### src/rtl/dfe_axil_reg_slave.sv
// AXI4-Lite register slave for the DataFreqExt core: four 32-bit control registers
// with byte-strobed writes, OKAY-only responses and per-register write pulses.
module dfe_axil_reg_slave #(
  parameter int C_S_AXI_DATA_WIDTH = 32,
  parameter int C_S_AXI_ADDR_WIDTH = 32
) (
  input  logic                            ACLK,
  input  logic                            ARESET,
  input  logic [C_S_AXI_ADDR_WIDTH-1:0]   S_AXI_AWADDR,
  input  logic [2:0]                      S_AXI_AWPROT,
  input  logic                            S_AXI_AWVALID,
  output logic                            S_AXI_AWREADY,
  input  logic [C_S_AXI_DATA_WIDTH-1:0]   S_AXI_WDATA,
  input  logic [C_S_AXI_DATA_WIDTH/8-1:0] S_AXI_WSTRB,
  input  logic                            S_AXI_WVALID,
  output logic                            S_AXI_WREADY,
  output logic [1:0]                      S_AXI_BRESP,
  output logic                            S_AXI_BVALID,
  input  logic                            S_AXI_BREADY,
  input  logic [C_S_AXI_ADDR_WIDTH-1:0]   S_AXI_ARADDR,
  input  logic [2:0]                      S_AXI_ARPROT,
  input  logic                            S_AXI_ARVALID,
  output logic                            S_AXI_ARREADY,
  output logic [C_S_AXI_DATA_WIDTH-1:0]   S_AXI_RDATA,
  output logic [1:0]                      S_AXI_RRESP,
  output logic                            S_AXI_RVALID,
  input  logic                            S_AXI_RREADY,
  output logic [4*C_S_AXI_DATA_WIDTH-1:0] REG_OUT,
  output logic [3:0]                      REG_WR_PULSE
);

  localparam int NumBytes = C_S_AXI_DATA_WIDTH / 8;

  typedef enum logic {WIdle, WResp} w_state_e;
  typedef enum logic [1:0] {RIdle, RAddr, RData} r_state_e;

  w_state_e w_state_q, w_state_d;
  r_state_e r_state_q, r_state_d;

  logic [3:0][C_S_AXI_DATA_WIDTH-1:0] regs_q, regs_d;

  logic                          aw_lat_q, aw_lat_d;
  logic                          w_lat_q, w_lat_d;
  logic [1:0]                    waddr_q, waddr_d;
  logic [C_S_AXI_DATA_WIDTH-1:0] wdata_q, wdata_d;
  logic [NumBytes-1:0]           wstrb_q, wstrb_d;
  logic                          awready_q, awready_d;
  logic                          wready_q, wready_d;
  logic                          bvalid_q, bvalid_d;
  logic [3:0]                    wr_pulse_q, wr_pulse_d;

  logic [1:0]                    raddr_q, raddr_d;
  logic [C_S_AXI_DATA_WIDTH-1:0] rdata_q, rdata_d;
  logic                          rvalid_q, rvalid_d;
  logic                          arready_q, arready_d;

  logic aw_hs, w_hs, ar_hs;
  assign aw_hs = S_AXI_AWVALID & awready_q;
  assign w_hs  = S_AXI_WVALID & wready_q;
  assign ar_hs = S_AXI_ARVALID & arready_q;

  // Write channel: AW and W latch independently, commit once both are held.
  always_comb begin
    w_state_d  = w_state_q;
    regs_d     = regs_q;
    aw_lat_d   = aw_lat_q;
    w_lat_d    = w_lat_q;
    waddr_d    = waddr_q;
    wdata_d    = wdata_q;
    wstrb_d    = wstrb_q;
    bvalid_d   = bvalid_q;
    wr_pulse_d = '0;
    case (w_state_q)
      WIdle: begin
        if (aw_hs) begin
          aw_lat_d = 1'b1;
          waddr_d  = S_AXI_AWADDR[3:2];
        end
        if (w_hs) begin
          w_lat_d = 1'b1;
          wdata_d = S_AXI_WDATA;
          wstrb_d = S_AXI_WSTRB;
        end
        if (aw_lat_q && w_lat_q) begin
          for (int i = 0; i < NumBytes; i++) begin
            if (wstrb_q[i]) regs_d[waddr_q][8*i +: 8] = wdata_q[8*i +: 8];
          end
          aw_lat_d            = 1'b0;
          w_lat_d             = 1'b0;
          bvalid_d            = 1'b1;
          wr_pulse_d[waddr_q] = 1'b1;
          w_state_d           = WResp;
        end
      end
      WResp: begin
        if (S_AXI_BREADY) begin
          bvalid_d  = 1'b0;
          w_state_d = WIdle;
        end
      end
      default: w_state_d = WIdle;
    endcase
    // Looking at bvalid_q too keeps READY low for one extra cycle after the B handshake.
    awready_d = ~aw_lat_d & ~bvalid_d & ~bvalid_q;
    wready_d  = ~w_lat_d & ~bvalid_d & ~bvalid_q;
  end

  // Read channel: address latched on AR, data sampled from the registers one edge later.
  always_comb begin
    r_state_d = r_state_q;
    raddr_d   = raddr_q;
    rdata_d   = rdata_q;
    rvalid_d  = rvalid_q;
    case (r_state_q)
      RIdle: begin
        if (ar_hs) begin
          raddr_d   = S_AXI_ARADDR[3:2];
          r_state_d = RAddr;
        end
      end
      RAddr: begin
        rdata_d   = regs_q[raddr_q];
        rvalid_d  = 1'b1;
        r_state_d = RData;
      end
      RData: begin
        if (S_AXI_RREADY) begin
          rvalid_d  = 1'b0;
          r_state_d = RIdle;
        end
      end
      default: r_state_d = RIdle;
    endcase
    arready_d = (r_state_d == RIdle) && (r_state_q == RIdle);
  end

  always_ff @(posedge ACLK) begin
    if (ARESET) begin
      w_state_q  <= WIdle;
      r_state_q  <= RIdle;
      regs_q     <= '0;
      aw_lat_q   <= 1'b0;
      w_lat_q    <= 1'b0;
      waddr_q    <= '0;
      wdata_q    <= '0;
      wstrb_q    <= '0;
      awready_q  <= 1'b0;
      wready_q   <= 1'b0;
      bvalid_q   <= 1'b0;
      wr_pulse_q <= '0;
      raddr_q    <= '0;
      rdata_q    <= '0;
      rvalid_q   <= 1'b0;
      arready_q  <= 1'b0;
    end else begin
      w_state_q  <= w_state_d;
      r_state_q  <= r_state_d;
      regs_q     <= regs_d;
      aw_lat_q   <= aw_lat_d;
      w_lat_q    <= w_lat_d;
      waddr_q    <= waddr_d;
      wdata_q    <= wdata_d;
      wstrb_q    <= wstrb_d;
      awready_q  <= awready_d;
      wready_q   <= wready_d;
      bvalid_q   <= bvalid_d;
      wr_pulse_q <= wr_pulse_d;
      raddr_q    <= raddr_d;
      rdata_q    <= rdata_d;
      rvalid_q   <= rvalid_d;
      arready_q  <= arready_d;
    end
  end

  assign S_AXI_AWREADY = awready_q;
  assign S_AXI_WREADY  = wready_q;
  assign S_AXI_BRESP   = 2'b00;
  assign S_AXI_BVALID  = bvalid_q;
  assign S_AXI_ARREADY = arready_q;
  assign S_AXI_RDATA   = rdata_q;
  assign S_AXI_RRESP   = 2'b00;
  assign S_AXI_RVALID  = rvalid_q;
  assign REG_OUT       = regs_q;
  assign REG_WR_PULSE  = wr_pulse_q;

  logic unused_inputs;
  assign unused_inputs = ^{S_AXI_AWPROT, S_AXI_ARPROT,
                           S_AXI_AWADDR[C_S_AXI_ADDR_WIDTH-1:4], S_AXI_AWADDR[1:0],
                           S_AXI_ARADDR[C_S_AXI_ADDR_WIDTH-1:4], S_AXI_ARADDR[1:0]};

endmodule

### config.mk
export PLATFORM = sky130hd
export DESIGN_NAME = dfe_axil_reg_slave
export DESIGN_NICKNAME = d
export VERILOG_FILES = /design/src/rtl/dfe_axil_reg_slave.sv
export SDC_FILE = /design/constraint.sdc
export NUM_CORES = 1
export LEC_CHECK = 0
export CAP_MARGIN = 0
export CORE_AREA = 3 3 138 140
export DETAILED_ROUTE_END_ITERATION = 8
export DIE_AREA = 0 0 141 143
export PLACE_DENSITY = 0.84
export SYNTH_ARGS = -nofsm -noshare
export SYNTH_HDL_FRONTEND = slang
export SYNTH_SLANG_ARGS = --single-unit
### constraint.sdc
create_clock -name ACLK -period 4.5 [get_ports ACLK]
set_input_delay 1.35 -clock ACLK [delete_from_list [all_inputs] [get_ports ACLK]]
set_output_delay 1.35 -clock ACLK [all_outputs]
set_load 0.01 [all_outputs]
==> summary.md, run 1 <==
| Metric | Value |
|---|---|
| Largest net degree at the start of global routing | `108` |
| Worst-path cell chain | `clkdlybuf4s50_1` |
| Setup Fix Bufs, Post-CTS | `0` |
| Class of the worst hold path | `reg -> reg` |
| Wire per inst | `18.4 um` |
| Clock Latency Late Sink | `490 ps` |
| DIE AREA | `0.0202 mm^2` |
| RSZ-0062 raised after global routing | `false` |
| Via-to-Cell Ratio | `5.32` |
| Cell Rows | `49` |
| Kind of end point of the critical path | `output port` |
| Maximum Capacitance Violations | `0` |
| Yosys warns | `0` |
| Max-slew violation count | `0` |
| Antenna cells | `0` |
| Clock slew at reported path FFs | `60 ps` |
| Grt total ovfl | `0` |
| Top Family by Delay on Critical Path | `buffers and inverters` |
| M3 GR Usage | `5.56%` |
| Sw Share | `21.2%` |
| Comb pwr share | `5.0%` |
| Critical path's slowest cell | `clkdlybuf4s50_1` |
| Worst Path Max Fanout | `3` |
| Cell internal pwr | `0.00325 W` |
| Met1 Track Usage GR | `29.2%` |
| CTS sink count | `214` |
| Sequential Power Share | `47.4%` |
| Outcome | `finished clean` |
| Vias after detailed routing | `6922` |
| Starting Density | `49.4%` |
| Skew final | `9.80 ps` |
| Clock network power share | `47.6%` |
| Placer Congestion | `0.812` |
| Crit Path Class | `reg -> out` |
| Port buffer count | `215` |
| Max Clk Rate | `356 MHz` |
| Post-route cell area | `0.0119 mm^2` |
| Period minus WS final | `2810 ps` |
| Crit path DAT | `1460 ps` |
| DRC errors left | `0` |
| Worst-margin pin slew | `1210 ps` |
| Synth unique cells | `32` |
| Top Ports | `286` |
| Fin nets | `1169` |
| Peak VDD IR | `0.000285 V` |
| DP HPWL | `15900 um` |
| Final period util | `62.5%` |
| Startpoint Class | `register` |
| Worst Path Buf+Inv | `1` |
| Setup ws final | `1690 ps` |
| Area Growth Syn to Fin | `34.0%` |
| Die Wd | `141 um` |
| GRT Util Overall | `22.8%` |
| Hold_buf cts | `0` |
| Vias in the first global route | `6702` |
| Drt pass-1 iters | `5` |
| Worst slew margin | `19.1%` |
| Clock root buffer master | `clkbuf_16` |
| Post-route ant nets | `0` |
| Post-CTS sizing | `0` |
| Switch Pwr | `0.000873 W` |
| Pwr Density | `347 mW/mm^2` |
| Pre-CTS WS | `1310 ps` |
| Flops & latches, synth | `214` |
| Hold Vio Cnt, Final | `0` |
| Avg Cell Area, Syn | `10.2 um^2` |
| Final wirelength | `23900 um` |
| Core area | `0.0180 mm^2` |
| H-tree levels | `1` |
| Setup-failing EPs final | `0` |
| Area of placed instances | `0.0111 mm^2` |
| Share of layout cells above drive strength 1 | `5.97%` |
| CTS Buffer Depth | `3` |
| Setup TNS | `0 ps` |
| CTS tree | `yes` |
| Slowest stage delay, CP | `610 ps` |
| Initial antenna violation count | `1` |
| Most frequent cells in the layout | `clkdlybuf4s50_1 (214), dfxtp_1 (213), mux2i_1 (197), nand2b_1 (161), nand2_1 (76)` |
| Die H | `143 um` |
| Starting DRC count in detailed routing | `344` |
| Synth Cell Area | `0.00887 mm^2` |
| First-pass GRT wire length | `37100 um` |
| Leakage power | `4.82 nW` |
| Met2 global-route usage | `39.1%` |
| Required @ worst endpoint | `3150 ps` |
| Most common cell after layout, fill and taps aside | `clkdlybuf4s50_1` |
| Sequential-to-total area share from yosys stat | `48.3%` |
| Post-synthesis cell count | `869` |
| Num CTS Buffers | `23` |
| GRT Max-Usage Layer | `met2` |
-- cells by family (layout without fill, tap and decap cells) --
logic type / count (synthesis) / in the layout / share of synthesized area [%]
AND/OR/NAND/NOR: 290 / 290 / 18.5
flip-flops: 214 / 214 / 48.3
multiplexers: 198 / 198 / 22.4
AO/OA/AOI/OAI: 104 / 104 / 7.30
buffers and inverters: 62 / 262 / 3.47
other: 1 / 4 / 0.0423
-- cell type report --
class / count / area [um^2]
flip-flops and latches: 214 / 4290
clock buffers: 35 / 731
well taps: 229 / 287
fillers: 1405 / 6080
multi-input cells: 596 / 4300
inverters: 1 / 3.75
clock inverters: 6 / 83.8
repair buffers: 220 / 2190
-- registers in the layout (all words and copies together) (netlist names) --
name,flops
REG_OUT,128
REG_WR_PULSE,4
S_AXI_ARREADY,1
S_AXI_AWREADY,1
S_AXI_BVALID,1
S_AXI_RDATA,32
S_AXI_RVALID,1
S_AXI_WREADY,1
aw_lat_q,1
r_state_q,2
raddr_q,2
w_lat_q,1
w_state_q,1
waddr_q,2
wdata_q,32
wstrb_q,4
-- synthesized netlist by cell type --
library cell	n	area share, %
and2_1	1	0.071
a21o_1	31	2.6
nor2_1	14	0.59
nor2b_1	8	0.56
a211o_1	1	0.099
buf_6	3	0.38
dfxtp_1	214	48
nor4_1	3	0.21
nand2_2	7	0.49
a21oi_1	37	2.1
nand2_1	76	3.2
nor3b_1	1	0.085
mux2_2	1	0.13
inv_1	1	0.042
and3b_1	2	0.20
or4b_1	1	0.11
and4bb_2	2	0.28
conb_1	1	0.042
and3_1	5	0.35
o22ai_1	33	2.3
nor4bb_1	1	0.11
mux2i_1	197	22
and4b_1	1	0.11
nand3b_1	2	0.17
nand3_2	4	0.45
nand4bb_1	1	0.13
a2111oi_0	1	0.099
o21ai_0	1	0.056
clkbuf_1	36	1.5
nand2b_1	161	11
buf_4	10	0.85
buf_2	12	0.68
-- through the flow --
step	cells	hold slack, ps	total power, W	utilization [%]
floorplan	872	437	0.00212	-
global placement	1260	432	0.00220	61.6
detailed placement	1260	438	0.00220	61.6
CTS	1301	452	0.00415	66.1
global route	1301	466	0.00424	66.1
finish	1301	447	0.00413	66.1
-- path summary, 6_finish.rpt --
path	startpoint	to	slack (ps)	depth (start not counted)
max	REG_OUT[116]	REG_OUT[116]	1690	1
min	S_AXI_RDATA[0]	S_AXI_RDATA[0]	450	1
max reg2reg	r_state_q[0]	S_AXI_RDATA[1]	2370	4
min reg2reg	S_AXI_RDATA[0]	S_AXI_RDATA[0]	450	1
-- power groups by stage --
stage / Clock [W] / Combinational [W] / Sequential, W
finish: 0.00197 / 0.000205 / 0.00196
global route: 0.00206 / 0.000221 / 0.00196
CTS: 0.00199 / 0.000204 / 0.00196
detailed placement: 0 / 0.000203 / 0.00200
global placement: 0 / 0.000202 / 0.00200
floorplan: 0 / 0.000138 / 0.00198
-- routing by layer --
metal	vias to the layer above	wire length [um]
li1	3352	-
met5	-	13
met3	36	1530
met1	3333	10400
met4	2	429
met2	199	11600
Power figures use the tool's default switching activity.
==> run 2: changes to the inputs <==
- CORE_AREA: 3 3 138 140 -> 3 3 143 145
- DIE_AREA: 0 0 141 143 -> 0 0 146 148
- PLACE_DENSITY: 0.84 -> 0.79
- clock period: 4.5 -> 2.8 ns (I/O delays scaled with it)
==> summary.md, run 2 (synthesis results as in run 1) <==
| Metric | Value |
|---|---|
| Outcome | `finished clean` |
| Slowest stage delay, CP | `580 ps` |
| Skew final | `6.89 ps` |
| DRC errors left | `0` |
| Sequential Power Share | `48.8%` |
| Sw Share | `21.8%` |
| Clock root buffer master | `clkbuf_16` |
| Worst-margin pin slew | `972 ps` |
| DR top layer | `met4` |
| Die H | `148 um` |
| Die Wd | `146 um` |
| Max reg flops | `128` |
| Clock slew at reported path FFs | `60 ps` |
| DIE AREA | `0.0216 mm^2` |
| Register area | `0.00429 mm^2` |
| Crit path DAT | `1470 ps` |
| Leakage power | `4.81 nW` |
| Worst slew margin | `35.0%` |
| Wire per inst | `17.7 um` |
| Metal-1 WL | `10600 um` |
| Routed wl met2 | `11100 um` |
| Worst Path Buf+Inv | `1` |
| Worst-path cell chain | `clkdlybuf4s50_1` |
| Cell Rows | `51` |
| Startpoint Class | `register` |
| Switch Pwr | `0.00140 W` |
| First-pass GRT wire length | `38000 um` |
| Core area | `0.0193 mm^2` |
| Comb pwr share | `5.5%` |
| Placer Congestion | `0.778` |
| Vias after detailed routing | `6899` |
| DP HPWL | `16400 um` |
| Pwr Density | `538 mW/mm^2` |
| Vias in the first global route | `6994` |
| Top Ports | `286` |
| Fin nets | `1175` |
| Starting DRC count in detailed routing | `285` |
| Kind of end point of the critical path | `output port` |
| Period minus WS final | `2310 ps` |
| Setup Fix Bufs, Post-CTS | `0` |
| Crit Path Class | `reg -> out` |
| Top Family by Delay on Critical Path | `buffers and inverters` |
| CTS tree | `yes` |
| Via-to-Cell Ratio | `5.13` |
| Max-slew violation count | `0` |
| Critical path's slowest cell | `clkdlybuf4s50_1` |
| Starting Density | `45.9%` |
| CTS sink count | `214` |
| Final wirelength | `23800 um` |
| Hold slack final | `447 ps` |
| Setup-failing EPs final | `0` |
| Fill count | `1693` |
| GRT Util Overall | `21.4%` |
| Post-route ant nets | `0` |
| Initial antenna violation count | `2` |
| Setup TNS | `0 ps` |
| Class of the worst hold path | `reg -> reg` |
| Hold Vio Cnt, Final | `0` |
| Post-CTS sizing | `0` |
| Pre-CTS WS | `590 ps` |
| Num CTS Buffers | `23` |
| Max Clk Rate | `432 MHz` |
| Area occupied by multi-input gates | `0.00430 mm^2` |
| Clock Latency Late Sink | `490 ps` |
| Grt total ovfl | `0` |
| Met3 wire len | `1580 um` |
| Final period util | `82.7%` |
| Most common cell after layout, fill and taps aside | `clkdlybuf4s50_1` |
| Required @ worst endpoint | `1960 ps` |
| Largest net degree at the start of global routing | `84` |
| Maximum Capacitance Violations | `0` |
| Worst Path Max Fanout | `5` |
| Drt pass-1 iters | `4` |
| Share of layout cells above drive strength 1 | `6.04%` |
| Hold_buf cts | `0` |
| Clock network power share | `45.7%` |
| Port buffer count | `215` |
| Cell internal pwr | `0.00502 W` |
| H-tree levels | `1` |
| Most frequent cells in the layout | `clkdlybuf4s50_1 (214), dfxtp_1 (213), mux2i_1 (197), nand2b_1 (161), nand2_1 (76)` |
| CTS Buffer Depth | `3` |
| Setup ws final | `486 ps` |
| RSZ-0062 raised after global routing | `false` |
| Area Growth Syn to Fin | `34.6%` |
| Peak VDD IR | `0.000370 V` |
==> run 2: metal layers <==
layer / GRT usage (%) / vias up
met5: 0 / -
met4: 6.16 / 0
met3: 4.90 / 39
met2: 35.7 / 202
met1: 27.9 / 3313
li1: - / 3345
==> run 2: power by group through the flow <==
| stage | clock network [W] | logic (W) | registers, W |
|---|---|---|---|
| after floorplan | 0 | 0.000221 | 0.00318 |
| after CTS | 0.00299 | 0.000355 | 0.00313 |
| final | 0.00293 | 0.000353 | 0.00313 |
| after global placement | 0 | 0.000350 | 0.00319 |
| after detailed placement | 0 | 0.000354 | 0.00320 |
| after global routing | 0.00311 | 0.000383 | 0.00313 |
==> run 2: area by class of cell <==
class	count	area share, %
multi-input combinational	596	36.0
tap	265	2.78
antenna	3	0.0629
inverter	1	0.0315
timing repair buffer	226	19.0
clock inverter	6	0.461
clock buffer	34	5.67
sequential	214	35.9
==> run 2: path summary, 6_finish.rpt <==
path                            cells after the start              to           start  slack, ps
worst max-delay path                                1    S_AXI_BVALID    S_AXI_BVALID        490
worst min-delay path                                1  S_AXI_RDATA[4]  S_AXI_RDATA[4]        450
worst max register to register                      3     REG_OUT[49]         w_lat_q        880
worst min register to register                      1  S_AXI_RDATA[4]  S_AXI_RDATA[4]        450
==> run 2: stage by stage <==
| step | total power, W | utilization [%] | instances | cell area [um^2] |
|---|---|---|---|---|
| after global routing | 0.00663 | 61.7 | 1344 | 11900 |
| final | 0.00642 | 61.7 | 1345 | 11900 |
| after floorplan | 0.00340 | - | 872 | 8880 |
| after CTS | 0.00648 | 61.7 | 1342 | 11900 |
| after detailed placement | 0.00355 | 57.9 | 1302 | 11200 |
| after global placement | 0.00354 | 57.9 | 1302 | 11200 |
==> run 3: changes to the inputs <==
- CORE_AREA: 3 3 143 145 -> 3 3 150 152
- DIE_AREA: 0 0 146 148 -> 0 0 153 155
- PLACE_DENSITY: 0.79 -> 0.76
- clock period: 2.8 -> 2.1 ns (I/O delays scaled with it)
==> summary.md, run 3 (synthesis results as in run 1) <==
| Metric | Value |
|---|---|
| Num CTS Buffers | `23` |
| Reg2reg start | `w_state_q` |
| Largest net degree at the start of global routing | `112` |
| Worst slew margin | `64.2%` |
| Startpoint Class | `register` |
| Wire per inst | `17.8 um` |
| H-tree levels | `1` |
| Maximum Capacitance Violations | `0` |
| Crit path DAT | `1450 ps` |
| Class of the worst hold path | `reg -> reg` |
| Slowest stage delay, CP | `570 ps` |
| Final wirelength | `24200 um` |
| Die Wd | `153 um` |
| Kind of end point of the critical path | `output port` |
| Post-Layout Cell Count | `1363` |
| Area Growth Syn to Fin | `37.2%` |
| Outcome | `finished clean` |
| Worst Path Buf+Inv | `1` |
| Max-slew violation count | `0` |
| Initial antenna violation count | `1` |
| Clock slew at reported path FFs | `60 ps` |
| Required @ worst endpoint | `1470 ps` |
| Pwr Density | `708 mW/mm^2` |
| Starting Density | `41.9%` |
| Fill count | `1810` |
| DP HPWL | `17000 um` |
| Antenna cells | `0` |
| GRT Max-Usage Layer | `met2` |
| Top Ports | `286` |
| First-pass GRT wire length | `37600 um` |
| Area of placed instances | `0.0113 mm^2` |
| Met1 Track Usage GR | `25.0%` |
| Setup TNS | `0 ps` |
| Via-to-Cell Ratio | `5.07` |
| Flop2flop setup slack | `460 ps` |
| CTS Buffer Depth | `3` |
| Max reg flops | `128` |
| Hold Vio Cnt, Final | `0` |
| Most common cell after layout, fill and taps aside | `dfxtp_1` |
| Die H | `155 um` |
| CTS tree | `yes` |
| Final period util | `98.8%` |
| GRT Util Overall | `19.3%` |
| Worst hold start | `S_AXI_RDATA[22]` |
| Share of layout cells above drive strength 1 | `6.99%` |
| Placer Congestion | `0.782` |
| DIE AREA | `0.0237 mm^2` |
| Crit Path Class | `reg -> out` |
| Critical path's slowest cell | `clkdlybuf4s50_1` |
| CTS sink count | `214` |
| DRC errors left | `0` |
| Peak VDD IR | `0.000580 V` |
| Hold_buf cts | `0` |
| Setup-failing EPs final | `0` |
| Vias in the first global route | `6782` |
| Post-route ant nets | `0` |
| Worst-margin pin slew | `536 ps` |
| Dpl cells | `1322` |
| Post-route cell area | `0.0122 mm^2` |
| Worst-path cell chain | `clkdlybuf4s50_1` |
| RSZ-0062 raised after global routing | `false` |
| Skew final | `10.7 ps` |
| Fin nets | `1185` |
| Cell Rows | `53` |
| Vias after detailed routing | `6917` |
| Core area | `0.0212 mm^2` |
| Leakage power | `5.68 nW` |
| Clock Latency Late Sink | `500 ps` |
| Most frequent cells in the layout | `dfxtp_1 (212), mux2i_1 (197), clkdlybuf4s50_1 (169), nand2b_1 (161), nand2_1 (76)` |
| Max Clk Rate | `482 MHz` |
| Met2 global-route usage | `32.6%` |
| Period minus WS final | `2080 ps` |
| Final Power | `0.00861 W` |
| M3 GR Usage | `4.76%` |
| Worst Path Max Fanout | `3` |
| Starting DRC count in detailed routing | `356` |
| Grt total ovfl | `0` |
| Clock root buffer master | `clkbuf_16` |
| Top Family by Delay on Critical Path | `buffers and inverters` |
| Crit path from | `REG_OUT[23]` |
| Port buffer count | `215` |
| Drt pass-1 iters | `4` |
-- run 3: final timing paths --
check,endpoint,cells after the start
worst max-delay path,REG_OUT[23],1
worst min-delay path,S_AXI_RDATA[22],1
worst max register to register,REG_OUT[52],4
worst min register to register,S_AXI_RDATA[22],1
-- run 3: cell type report --
| cell class | instances | area, um^2 | area share, % |
|---|---|---|---|
| Tap cell | 275 | 344 | 2.83 |
| Timing Repair Buffer | 236 | 2480 | 20.4 |
| Multi-Input combinational cell | 596 | 4300 | 35.3 |
| Clock buffer | 36 | 694 | 5.71 |
| Clock inverter | 5 | 50.0 | 0.411 |
| Sequential cell | 214 | 4290 | 35.3 |
| Inverter | 1 | 3.75 | 0.0309 |
-- run 3: metrics by stage --
step / hold WS, ps / worst slack (ps) / util, %
floorplan: 437 / 438 / -
global placement: 435 / 194 / 53.5
detailed placement: 443 / 183 / 53.5
CTS: 455 / 0.263 / 57.0
global route: 470 / 0.184 / 57.5
finish: 452 / 24.4 / 57.5
-- run 3: per-layer routing --
| layer | wire length (um) | up-vias |
|---|---|---|
| met2 | 11300 | 201 |
| met5 | 13 | - |
| met4 | 541 | 2 |
| li1 | - | 3373 |
| met3 | 1620 | 38 |
| met1 | 10800 | 3303 |
-- run 3: what timing repair did --
item,4_1_cts,5_1_grt
resized for setup,3,43
endpoints found under the setup margin,3,43
setup buffers,0,0
-- run 3: report_power, final --
group          switching [W]  total [W]  internal [W]
logic               0.000244   0.000492      0.000248
registers          0.0000555    0.00417       0.00412
clock network        0.00157    0.00395       0.00238
